[src/rtl/ca3_serial_subtractor.sv]
// Bit-serial N-bit subtractor, LSB first, one bit per clock through an IDLE/RUN/DONE FSM.
// Optional signed overflow flag (port ovf) is built only when SUB_OVERFLOW_EN is defined.
module ca3_serial_subtractor #(
    parameter int N = 4
) (
    input  logic         clk,
    input  logic         rst_n,
    input  logic         start,
    input  logic [N-1:0] a,
    input  logic [N-1:0] b,
    output logic         busy,
    output logic         done,
    output logic [N-1:0] diff,
    output logic         bout
`ifdef SUB_OVERFLOW_EN
    ,
    output logic         ovf
`endif
);

    localparam int CW = $clog2(N);

    typedef enum logic [1:0] {
        IDLE,
        RUN,
        DONE
    } state_t;

    state_t          r_state;
    state_t          w_nextState;
    logic [N-1:0]    r_a;
    logic [N-1:0]    r_b;
    logic [N-1:0]    r_res;
    logic [N-1:0]    r_diff;
    logic [CW-1:0]   r_cnt;
    logic            r_br;
    logic            r_bout;
    logic            w_d;
    logic            w_brNext;
    logic            w_lastBit;
    logic [N-1:0]    w_result;
`ifdef SUB_OVERFLOW_EN
    logic            r_aMsb;
    logic            r_bMsb;
    logic            r_ovf;
`endif

    assign w_d       = r_a[0] ^ r_b[0] ^ r_br;
    assign w_brNext  = (~r_a[0] & r_b[0]) | (~(r_a[0] ^ r_b[0]) & r_br);
    assign w_lastBit = (r_cnt == CW'(N - 1));
    assign w_result  = {w_d, r_res[N-1:1]};

    always_ff @(posedge clk or negedge rst_n) begin
        if (!rst_n) begin
            r_state <= IDLE;
        end else begin
            r_state <= w_nextState;
        end
    end

    always_comb begin
        w_nextState = r_state;
        busy        = 1'b0;
        done        = 1'b0;
        case (r_state)
            IDLE: begin
                if (start) begin
                    w_nextState = RUN;
                end
            end
            RUN: begin
                busy = 1'b1;
                if (w_lastBit) begin
                    w_nextState = DONE;
                end
            end
            DONE: begin
                done        = 1'b1;
                w_nextState = IDLE;
            end
            default: begin
                w_nextState = IDLE;
            end
        endcase
    end

    // Visible results only change on the final RUN cycle, so they hold through DONE and IDLE.
    always_ff @(posedge clk or negedge rst_n) begin
        if (!rst_n) begin
            r_a    <= '0;
            r_b    <= '0;
            r_res  <= '0;
            r_diff <= '0;
            r_cnt  <= '0;
            r_br   <= 1'b0;
            r_bout <= 1'b0;
`ifdef SUB_OVERFLOW_EN
            r_aMsb <= 1'b0;
            r_bMsb <= 1'b0;
            r_ovf  <= 1'b0;
`endif
        end else begin
            case (r_state)
                IDLE: begin
                    if (start) begin
                        r_a   <= a;
                        r_b   <= b;
                        r_res <= '0;
                        r_cnt <= '0;
                        r_br  <= 1'b0;
`ifdef SUB_OVERFLOW_EN
                        r_aMsb <= a[N-1];
                        r_bMsb <= b[N-1];
`endif
                    end
                end
                RUN: begin
                    r_a   <= r_a >> 1;
                    r_b   <= r_b >> 1;
                    r_res <= w_result;
                    r_br  <= w_brNext;
                    r_cnt <= r_cnt + 1'b1;
                    if (w_lastBit) begin
                        r_diff <= w_result;
                        r_bout <= w_brNext;
`ifdef SUB_OVERFLOW_EN
                        r_ovf  <= (r_aMsb != r_bMsb) && (w_result[N-1] != r_aMsb);
`endif
                    end
                end
                default: begin
                end
            endcase
        end
    end

    assign diff = r_diff;
    assign bout = r_bout;
`ifdef SUB_OVERFLOW_EN
    assign ovf  = r_ovf;
`endif

endmodule

[config.mk]
export PLATFORM = sky130hd
export DESIGN_NAME = ca3_serial_subtractor
export DESIGN_NICKNAME = d
export VERILOG_FILES = /design/src/rtl/ca3_serial_subtractor.sv
export SDC_FILE = /design/constraint.sdc
export NUM_CORES = 1
export LEC_CHECK = 0
export CAP_MARGIN = 10
export CORE_UTILIZATION = 50
export DETAILED_ROUTE_END_ITERATION = 12
export PLACE_DENSITY = 0.76
export SYNTH_ARGS = -nofsm -noshare
export SYNTH_HDL_FRONTEND = slang
export SYNTH_SLANG_ARGS = --single-unit
[constraint.sdc]
create_clock -name clk -period 2.2 [get_ports clk]
set_clock_uncertainty 0.1 [all_clocks]
set_input_delay 0.55 -clock clk [delete_from_list [all_inputs] [get_ports clk]]
set_output_delay 0.55 -clock clk [all_outputs]
set_load 0.05 [all_outputs]
; ---- Word-level counts from Yosys, hierarchy flattened
; Index checks and enable logic that the tools add are counted.
[classes]
bitwise = 7
eq_ne = 5
div_mod_pow = 0
order_cmp = 0
n_addsub = 1
multipliers = 0
mux = 15
shift = 0
reduce_logical = 5
[ops]
columns = operator, n
row1 = $pmux W4 S2, 3
row2 = $mux W4, 3
row3 = $pmux W2 S2, 2
row4 = $mux W2, 3
row5 = $reduce_and A2 Y1, 3
row6 = $eq A2 B2 Y1 const B, 2
row7 = $ne A2 B2 Y1 const B, 2
row8 = $mux W1, 3
row9 = $add A2 B1 Y2 const B, 1
row10 = $and A1 B1 Y1, 2
row11 = $eq A2 B1 Y1 const B, 1
row12 = $logic_not A2 Y1, 1
row13 = $not A1 Y1, 2
row14 = $pmux W1 S2, 1
row15 = $reduce_bool A2 Y1, 1
row16 = $xor A1 B1 Y1, 2
row17 = $or A1 B1 Y1, 1
[word_totals]
elab_cells = 41
memories = 0
mem_bits_ro = 0
inputBits = 11
latch_bits = 0
reg_bits = 22
mem_bits_rw = 0

; ---- Logic depth before layout (Yosys ltp)
; Gate-level depths: netlist (run 1).
[depth]
word_depth = 5
ltp_mapped = 5
depth_no_buf = 4

; ---- Least setup slack after synthesis (run 1)
; Ideal clock, no wire load.
[synth_timing]
kind = flip-flop to output port
startpoint = register r_state[0]
endpoint = output done
arrival_time_ns = 1.158
n_path_buf = 1
required_ns = 1.550
stages_incl_launch_ff = 3
slack_ns = 0.392
path_cell_list = dfrtp_1 > buf_6 > nor2_1
[synth_via]
elab_chain_len = 2
[synth_lines]
columns = item, line_no
row1 = start: declaration, 29  ; state_t r_state;
row2 = start signal: assignment, 57  ; r_state <= w_nextState;
row3 = $eq A2 B2 Y1, 65  ; case (r_state)
row4 = $mux W1, 65
row5 = end: declaration, 12  ; output logic done,
; No other way between the ends.

; ---- Final worst setup path (run 1)
[layout_timing]
startpoint = register r_diff[0], in the netlist diff[0]
endpoint = output diff[0]
[layout_rtl]
columns = item, line_no
row1 = start: declaration, 34  ; logic [N-1:0] r_diff;
row2 = start signal: assignment, 124  ; r_diff <= w_result;
row3 = end: declaration, 13  ; output logic [N-1:0] diff,
; No word-level cell between the ends.

==> results of run 1 <==
## flip-flops by register name, summed over array words and instances (netlist names)
register,flops
diff,4
r_a,4
r_b,4
r_res,3
r_cnt,2
r_state,2
bout,1
r_br,1
## metal layers
layer	GRT usage, %	share of wire, %	vias up
met5	0	0	-
met4	12.35	3.2	0
li1	-	-	314
met2	26.86	45	15
met1	27.34	48	316
met3	3.571	3.4	6
## synthesized netlist by cell type
cell type	number
sky130_fd_sc_hd__nor2b_1	1
sky130_fd_sc_hd__mux2_4	4
sky130_fd_sc_hd__ha_1	1
sky130_fd_sc_hd__o21ai_0	2
sky130_fd_sc_hd__fa_1	1
sky130_fd_sc_hd__nand3b_1	2
sky130_fd_sc_hd__o221a_1	2
sky130_fd_sc_hd__o21bai_2	1
sky130_fd_sc_hd__nand3b_4	1
sky130_fd_sc_hd__o21ai_1	4
sky130_fd_sc_hd__nand2_1	4
sky130_fd_sc_hd__nor2_1	4
sky130_fd_sc_hd__o22ai_1	9
sky130_fd_sc_hd__inv_1	5
sky130_fd_sc_hd__nand2b_1	1
sky130_fd_sc_hd__a22o_1	4
sky130_fd_sc_hd__buf_6	2
sky130_fd_sc_hd__buf_2	1
sky130_fd_sc_hd__buf_8	1
sky130_fd_sc_hd__inv_4	1
sky130_fd_sc_hd__dfrtp_1	21
sky130_fd_sc_hd__a21oi_1	5
sky130_fd_sc_hd__nand2b_4	1
## cell families after synthesis
family                   Yosys count  synth area share (%)
adder cells (fa/ha/maj)            2                 3.399
AO/OA/AOI/OAI                     27                 18.82
flip-flops                        21                 54.90
multiplexers                       4                 6.275
buffers and inverters             10                 7.058
AND/OR/NAND/NOR                   14                 9.542
## layout make-up
type	instances	area share [%]
repair buffers	18	16.88
clock buffers	3	1.923
inverters	6	2.137
clock inverters	1	0.4274
well taps	25	2.671
multi-input cells	47	31.09
flip-flops and latches	21	44.87
## power by group through the flow
stage                     clock network [mW]  registers [mW]  logic (mW)
after floorplan                            0           0.800       0.636
after global placement                     0           0.713       0.921
after detailed placement                   0           0.721       0.947
after CTS                              0.191           0.713       0.948
after global routing                   0.202           0.735        1.02
final                                  0.186           0.711       0.942
## layout by cell type, fill, tap and decap left out, types with 2 or more instances in the layout
| master | count |
|---|---|
| sky130_fd_sc_hd__clkdlybuf4s50_1 | 15 |
| sky130_fd_sc_hd__nand3b_1 | 2 |
| sky130_fd_sc_hd__clkbuf_4 | 3 |
| sky130_fd_sc_hd__o221a_1 | 2 |
| sky130_fd_sc_hd__buf_12 | 2 |
| sky130_fd_sc_hd__o21ai_1 | 4 |
| sky130_fd_sc_hd__a22o_1 | 4 |
| sky130_fd_sc_hd__nor2_1 | 4 |
| sky130_fd_sc_hd__nand2_1 | 4 |
| sky130_fd_sc_hd__dfrtp_1 | 21 |
| sky130_fd_sc_hd__o22ai_1 | 9 |
| sky130_fd_sc_hd__inv_1 | 5 |
| sky130_fd_sc_hd__a21oi_1 | 5 |
| sky130_fd_sc_hd__mux2_4 | 4 |
| sky130_fd_sc_hd__o21ai_0 | 2 |
## metrics by stage
stage	area, µm²	setup WS, ns	hold WS (ns)	utilization (%)
after floorplan	957.2	0.3917	0.1544	-
final	1171	0.07561	0.3978	66.38
after detailed placement	1144	0.2658	0.3754	64.82
after global routing	1171	0.01982	0.4038	66.38
after CTS	1171	0.06187	0.3965	66.38
after global placement	1144	0.3348	0.3692	64.82
## worst max path at each step
stage | startpoint | to | slack, ns
floorplan | r_state[0]$_DFFE_PN0P_ | done | 0.39
finish | diff[0]$_DFFE_PN0P_ | diff[0] | 0.08
global placement | start | r_a[2]$_DFFE_PN0P_ | 0.33
CTS | diff[0]$_DFFE_PN0P_ | diff[0] | 0.06
global route | diff[2]$_DFFE_PN0P_ | diff[2] | 0.02
detailed placement | start | r_b[1]$_DFFE_PN0P_ | 0.27
==> summary.md, run 1 <==
- outcome: complete, no violations
- Cell Pwr Density: 1571 mW/mm²
- vias in the first global route: 611
- cells on worst reg2reg path: 3
- cell depth of the worst hold path: 1
- full die area: 0.002094 mm²
- Cell Rows: 15
- drt drc: 0
- # clock sinks: 21
- TritonCTS Buffers: 3
- sequential fraction of design power: 38.7%
- number of nets in the finished design: 110
- antenna violations before repair: 0
- count of TritonRoute iterations in the first routing pass: 4
- largest cells by area after synthesis: sky130_fd_sc_hd__dfrtp_1 55%, sky130_fd_sc_hd__mux2_4 6.3%, sky130_fd_sc_hd__o22ai_1 5.9%
- Reg2Reg Setup Slack: 0.75 ns
- total setup violations reported at the end of the flow: 0
- area of the mapped netlist: 957.2 µm²
- Routed WL: 1678 µm
- deepest clock path buffer count: 2
- biggest fanout along the worst timing path: 2
- post-layout total power: 1.840 mW
- Top delay family on crit path: buffers and inverters
- headroom to the max-slew limit: 67.33%
- net count after synthesis: 91
- arrival time worst endpoint: 1.47 ns
- startpoint kind of the worst setup timing path: register
- top-level port count: 18
- Data required, critical path: 1.55 ns
- count of buffers added by post-CTS timing repair for setup: 0
- post-synthesis register bit count: 21
- number of hold-repair buffers added at the cts stage: 0
- critical path type: reg -> out
- class of the tightest hold or removal check: reg -> reg
- Unique masters post-synth: 23
- switching power summed over all nets: 770.1 µW
- count of fill cells added during filler insertion: 149
- total number of cells along the worst setup path: 1
- diode insertion count for antenna repair: 0
- cell taking the most area after synthesis: sky130_fd_sc_hd__dfrtp_1
- iteration-0 DRC count of the detailed router: 12
- Synthesis Warnings: 0
- shortest clock period the worst path allows after layout: 2.124 ns
- Crit Reg-Reg Endpoint: diff[3]$_DFFE_PN0P_
- detailed-route wire length per cell: 13.87 µm
- non-filler cells in the finished layout: 121
- number of vias in the routed layout: 651
- clock tree root buffer cell: sky130_fd_sc_hd__clkbuf_4
- f_max: 0.4707 GHz
- area taken by flip-flops and latches: 525.5 µm²
- sequential element share of the synthesized area: 54.90%
- delay of the slowest cell on the worst path: 0.80 ns
- fraction of power consumed by combinational cells: 51.2%
- clock latency on the worst-skew pair: 0.31 ns
- height of the die: 45.76 µm
- critical path's slowest cell: sky130_fd_sc_hd__clkdlybuf4s50_1
- count of input and output buffers: 17
- post-cts resize count: 0
- end point of the worst hold path: r_cnt[0]$_DFFE_PN0P_
- Cell Int Power: 1.070 mW
- number of max-slew violations in the final report: 0
- unrepaired setup endpoints after global routing: no
- half-perimeter wire length of the detailed placement result: 1261 µm
- die boundary width: 45.76 µm
- CTS tree: yes
- clock transition at the registers of the reported paths: 0.11 ns
- overflow left after global routing: 0
- post-synthesis instance total: 78
- number of routed nets with antenna violations: 0
- core region area: 0.001764 mm²
- wire length of the first global-routing pass: 2753 µm
- Post-Syn Area per Cell: 12.27 µm²
- instance count after placement with tap cells included: 117
- routability cong.: 0.8691
- maximum level of the CTS H-tree: 1
- startpoint of the worst-slack reg-to-reg timing path: r_b[0]$_DFFE_PN0P_
- layout overhead on the synthesized area: 22.35%
- switching power as a share of total power: 41.86%
- DR vias/cell: 5.380
- LEAKAGE: 0.5361 nW
- startpoint of the worst hold path: r_cnt[0]$_DFFE_PN0P_
- fraction of synthesized cell area taken by the top area cell type: 54.90%
- accumulated negative setup slack: 0 ns
- area occupied by multi-input gates: 364.1 µm²
- combined global-route utilization of all metal layers: 19.23%
- clock share of power: 10.1%
- Worst IR Drop VDD: 1.001 mV
- fin crit share: 96.56%
- series of cell instances along the critical path: clkdlybuf4s50_1
- Buf/Inv on CP: 1
- endpoints failing hold: 0
- maximum number of pins on one net before global-route repair: 22
- layout cell share with drive strength beyond 1: 15.63%
- kind of capture point of the worst setup path: output port
- slew at the pin with the worst max-slew slack: 0.4885 ns
- initial cell density of the core: 54.26%
- max-capacitance violation count: 0
(Power assumes the default switching activity.)
==> inputs of run 2 (changes only) <==
--- a/config.mk
+++ b/config.mk
@@ -9,6 +9,7 @@
 export CORE_UTILIZATION = 50
 export DETAILED_ROUTE_END_ITERATION = 12
 export PLACE_DENSITY = 0.76
+export SETUP_SLACK_MARGIN = 0.2
 export SYNTH_ARGS = -nofsm -noshare
 export SYNTH_HDL_FRONTEND = slang
 export SYNTH_SLANG_ARGS = --single-unit
==> run 2 against run 1 <==
  * Core utilization is 0.21 points lower
  * Total power is 1.5% lower
  * Register-to-register slack hardly changed
==> summary.md, run 2 (synthesized netlist as in run 1, its figures left out) <==
- outcome: complete, no violations, unchanged
- number of max-slew violations in the final report: 0, unchanged
- accumulated negative setup slack: 0 ns, unchanged
- number of nets in the finished design: 110, unchanged
- maximum number of pins on one net before global-route repair: 22, unchanged
- clock latency on the worst-skew pair: 0.31 ns, about the same
- Cell Rows: 15, unchanged
- unrepaired setup endpoints after global routing: no, unchanged
- Routed WL: 1677 µm, was 1678 µm
- clock transition at the registers of the reported paths: 0.11 ns, about the same
- class of the tightest hold or removal check: reg -> reg, unchanged
- antenna violations before repair: 0, unchanged
- deepest clock path buffer count: 2, unchanged
- instance count after placement with tap cells included: 117, unchanged
- LEAKAGE: 0.5474 nW, was 0.5361 nW
- clock tree root buffer cell: sky130_fd_sc_hd__clkbuf_4, unchanged
- height of the die: 45.76 µm, unchanged
- wire length of the first global-routing pass: 2753 µm, unchanged
- initial cell density of the core: 54.26%, unchanged
- number of routed nets with antenna violations: 0, unchanged
- Cell Int Power: 1.044 mW, was 1.070 mW
- iteration-0 DRC count of the detailed router: 12, unchanged
- endpoints failing hold: 0, unchanged
- CTS tree: yes, unchanged
- non-filler cells in the finished layout: 121, unchanged
- switching power as a share of total power: 42.38%, was 41.86%
- # clock sinks: 21, unchanged
- final non-filler cell area: 0.001167 mm², was 0.001171 mm²
- kind of capture point of the worst setup path: output port, unchanged
- full die area: 0.002094 mm², unchanged
- number of hold-repair buffers added at the cts stage: 0, unchanged
- TritonCTS Buffers: 3, unchanged
- count of input and output buffers: 17, unchanged
- f_max: 0.5277 GHz, was 0.4707 GHz
- critical path type: reg -> out, unchanged
- headroom to the max-slew limit: 67.89%, was 67.33%
- overflow left after global routing: 0, unchanged
- post-layout total power: 1.813 mW, was 1.840 mW
- fin crit share: 86.13%, was 96.56%
- fraction of power consumed by combinational cells: 50.4%, was 51.2%
- slew at the pin with the worst max-slew slack: 0.4836 ns, was 0.4885 ns
- number of vias in the routed layout: 648, was 651
- startpoint kind of the worst setup timing path: register, unchanged
- arrival time worst endpoint: 1.24 ns, was 1.47 ns
- instance area after placement: 0.001144 mm², unchanged
- commonest cells after routing, fill and taps aside: 19 x sky130_fd_sc_hd__dfrtp_1, 10 x sky130_fd_sc_hd__clkdlybuf4s50_1, 9 x sky130_fd_sc_hd__o22ai_1, was 21 x sky130_fd_sc_hd__dfrtp_1, 15 x sky130_fd_sc_hd__clkdlybuf4s50_1, 9 x sky130_fd_sc_hd__o22ai_1
- die boundary width: 45.76 µm, unchanged
- layout cell share with drive strength beyond 1: 17.71%, was 15.63%
- layout overhead on the synthesized area: 21.96%, was 22.35%
- switching power summed over all nets: 768.2 µW, was 770.1 µW
- core region area: 0.001764 mm², unchanged
- Data required, critical path: 1.55 ns, about the same
- diode insertion count for antenna repair: 0, unchanged
- clock share of power: 10.3%, was 10.1%
- Reg2Reg Setup Slack: 0.75 ns, about the same
- half-perimeter wire length of the detailed placement result: 1261 µm, unchanged
- top-level port count: 18, unchanged
- biggest fanout along the worst timing path: 10, was 2
- total setup violations reported at the end of the flow: 0, unchanged
- combined global-route utilization of all metal layers: 19.23%, unchanged
- Cell Pwr Density: 1553 mW/mm², was 1571 mW/mm²
- maximum level of the CTS H-tree: 1, unchanged
- drt drc: 0, unchanged
- Worst IR Drop VDD: 0.9762 mV, was 1.001 mV
- most common cell after layout, fill and taps aside: sky130_fd_sc_hd__dfrtp_1, unchanged
- detailed-route wire length per cell: 13.86 µm, was 13.87 µm
- max-capacitance violation count: 0, unchanged
- DR vias/cell: 5.355, was 5.380
- sequential fraction of design power: 39.3%, was 38.7%
- shortest clock period the worst path allows after layout: 1.895 ns, was 2.124 ns
- count of TritonRoute iterations in the first routing pass: 4, unchanged
- vias in the first global route: 611, unchanged
- routability cong.: 0.8691, unchanged
[run 2: changes by cell type in the layout (fill, tap and decap cells not counted)]
cell	before	now
sky130_fd_sc_hd__dlygate4sd2_1	0	5
sky130_fd_sc_hd__dfrtp_2	0	2
sky130_fd_sc_hd__dfrtp_1	21	19
sky130_fd_sc_hd__clkdlybuf4s50_1	15	10
[run 2: worst paths after layout]
path | startpoint | cells after the start | to
worst max-delay path | r_state[1]$_DFFE_PN0P_ | 3 | busy
worst min-delay path | r_cnt[0]$_DFFE_PN0P_ | 1 | r_cnt[0]$_DFFE_PN0P_
worst max register to register | r_b[0]$_DFFE_PN0P_ | 3 | diff[3]$_DFFE_PN0P_
worst min register to register | r_cnt[0]$_DFFE_PN0P_ | 1 | r_cnt[0]$_DFFE_PN0P_
max in group asynchronous | rst_n | 2 | r_state[0]$_DFFE_PN0P_
min in group asynchronous | rst_n | 2 | r_a[1]$_DFFE_PN0P_
[run 2: stage by stage]
stage | hold slack (ns) | utilization (%) | worst slack (ns)
global route | 0.4038 | 66.17 | 0.2092
floorplan | 0.1544 | - | 0.3917
finish | 0.3977 | 66.17 | 0.3051
global placement | 0.3692 | 64.82 | 0.3348
CTS | 0.3964 | 66.17 | 0.2874
detailed placement | 0.3754 | 64.82 | 0.2658
[run 2: critical path, stage by stage, from the launching register on]
cell and delay (ns):
sky130_fd_sc_hd__dfrtp_2 0.48, sky130_fd_sc_hd__nand2b_4 0.21, sky130_fd_sc_hd__inv_4 0.11, sky130_fd_sc_hd__buf_12 0.14
[run 2: cell type report]
| class | instances | area, µm² |
|---|---|---|
| clock buffers | 3 | 22.52 |
| multi-input cells | 47 | 364.1 |
| clock inverters | 1 | 5.005 |
| inverters | 6 | 25.02 |
| fillers | 148 | 596.8 |
| repair buffers | 18 | 191.4 |
| flip-flops and latches | 21 | 528.0 |
| well taps | 25 | 31.28 |
[run 2: power by group through the flow]
stage	clock [mW]	combinational, mW	sequential [mW]
6_report	0.186	0.914	0.713
5_1_grt	0.202	0.993	0.736
3_5_place_dp	0	0.947	0.721
3_3_place_gp	0	0.921	0.713
4_1_cts	0.191	0.920	0.714
2_1_floorplan	0	0.636	0.800
[run 2: repair_timing]
item	in CTS	in global routing
endpoints found under the setup margin	7	0
resized for setup	7	0
buffers inserted	0	0
[run 2: routing by layer]
layer | wire (µm) | global-route usage (%) | vias to the layer above
li1 | - | - | 313
met1 | 816 | 27.34 | 314
met2 | 748 | 26.86 | 15
met3 | 59 | 3.571 | 6
met4 | 53 | 12.35 | 0
met5 | 0 | 0 | -
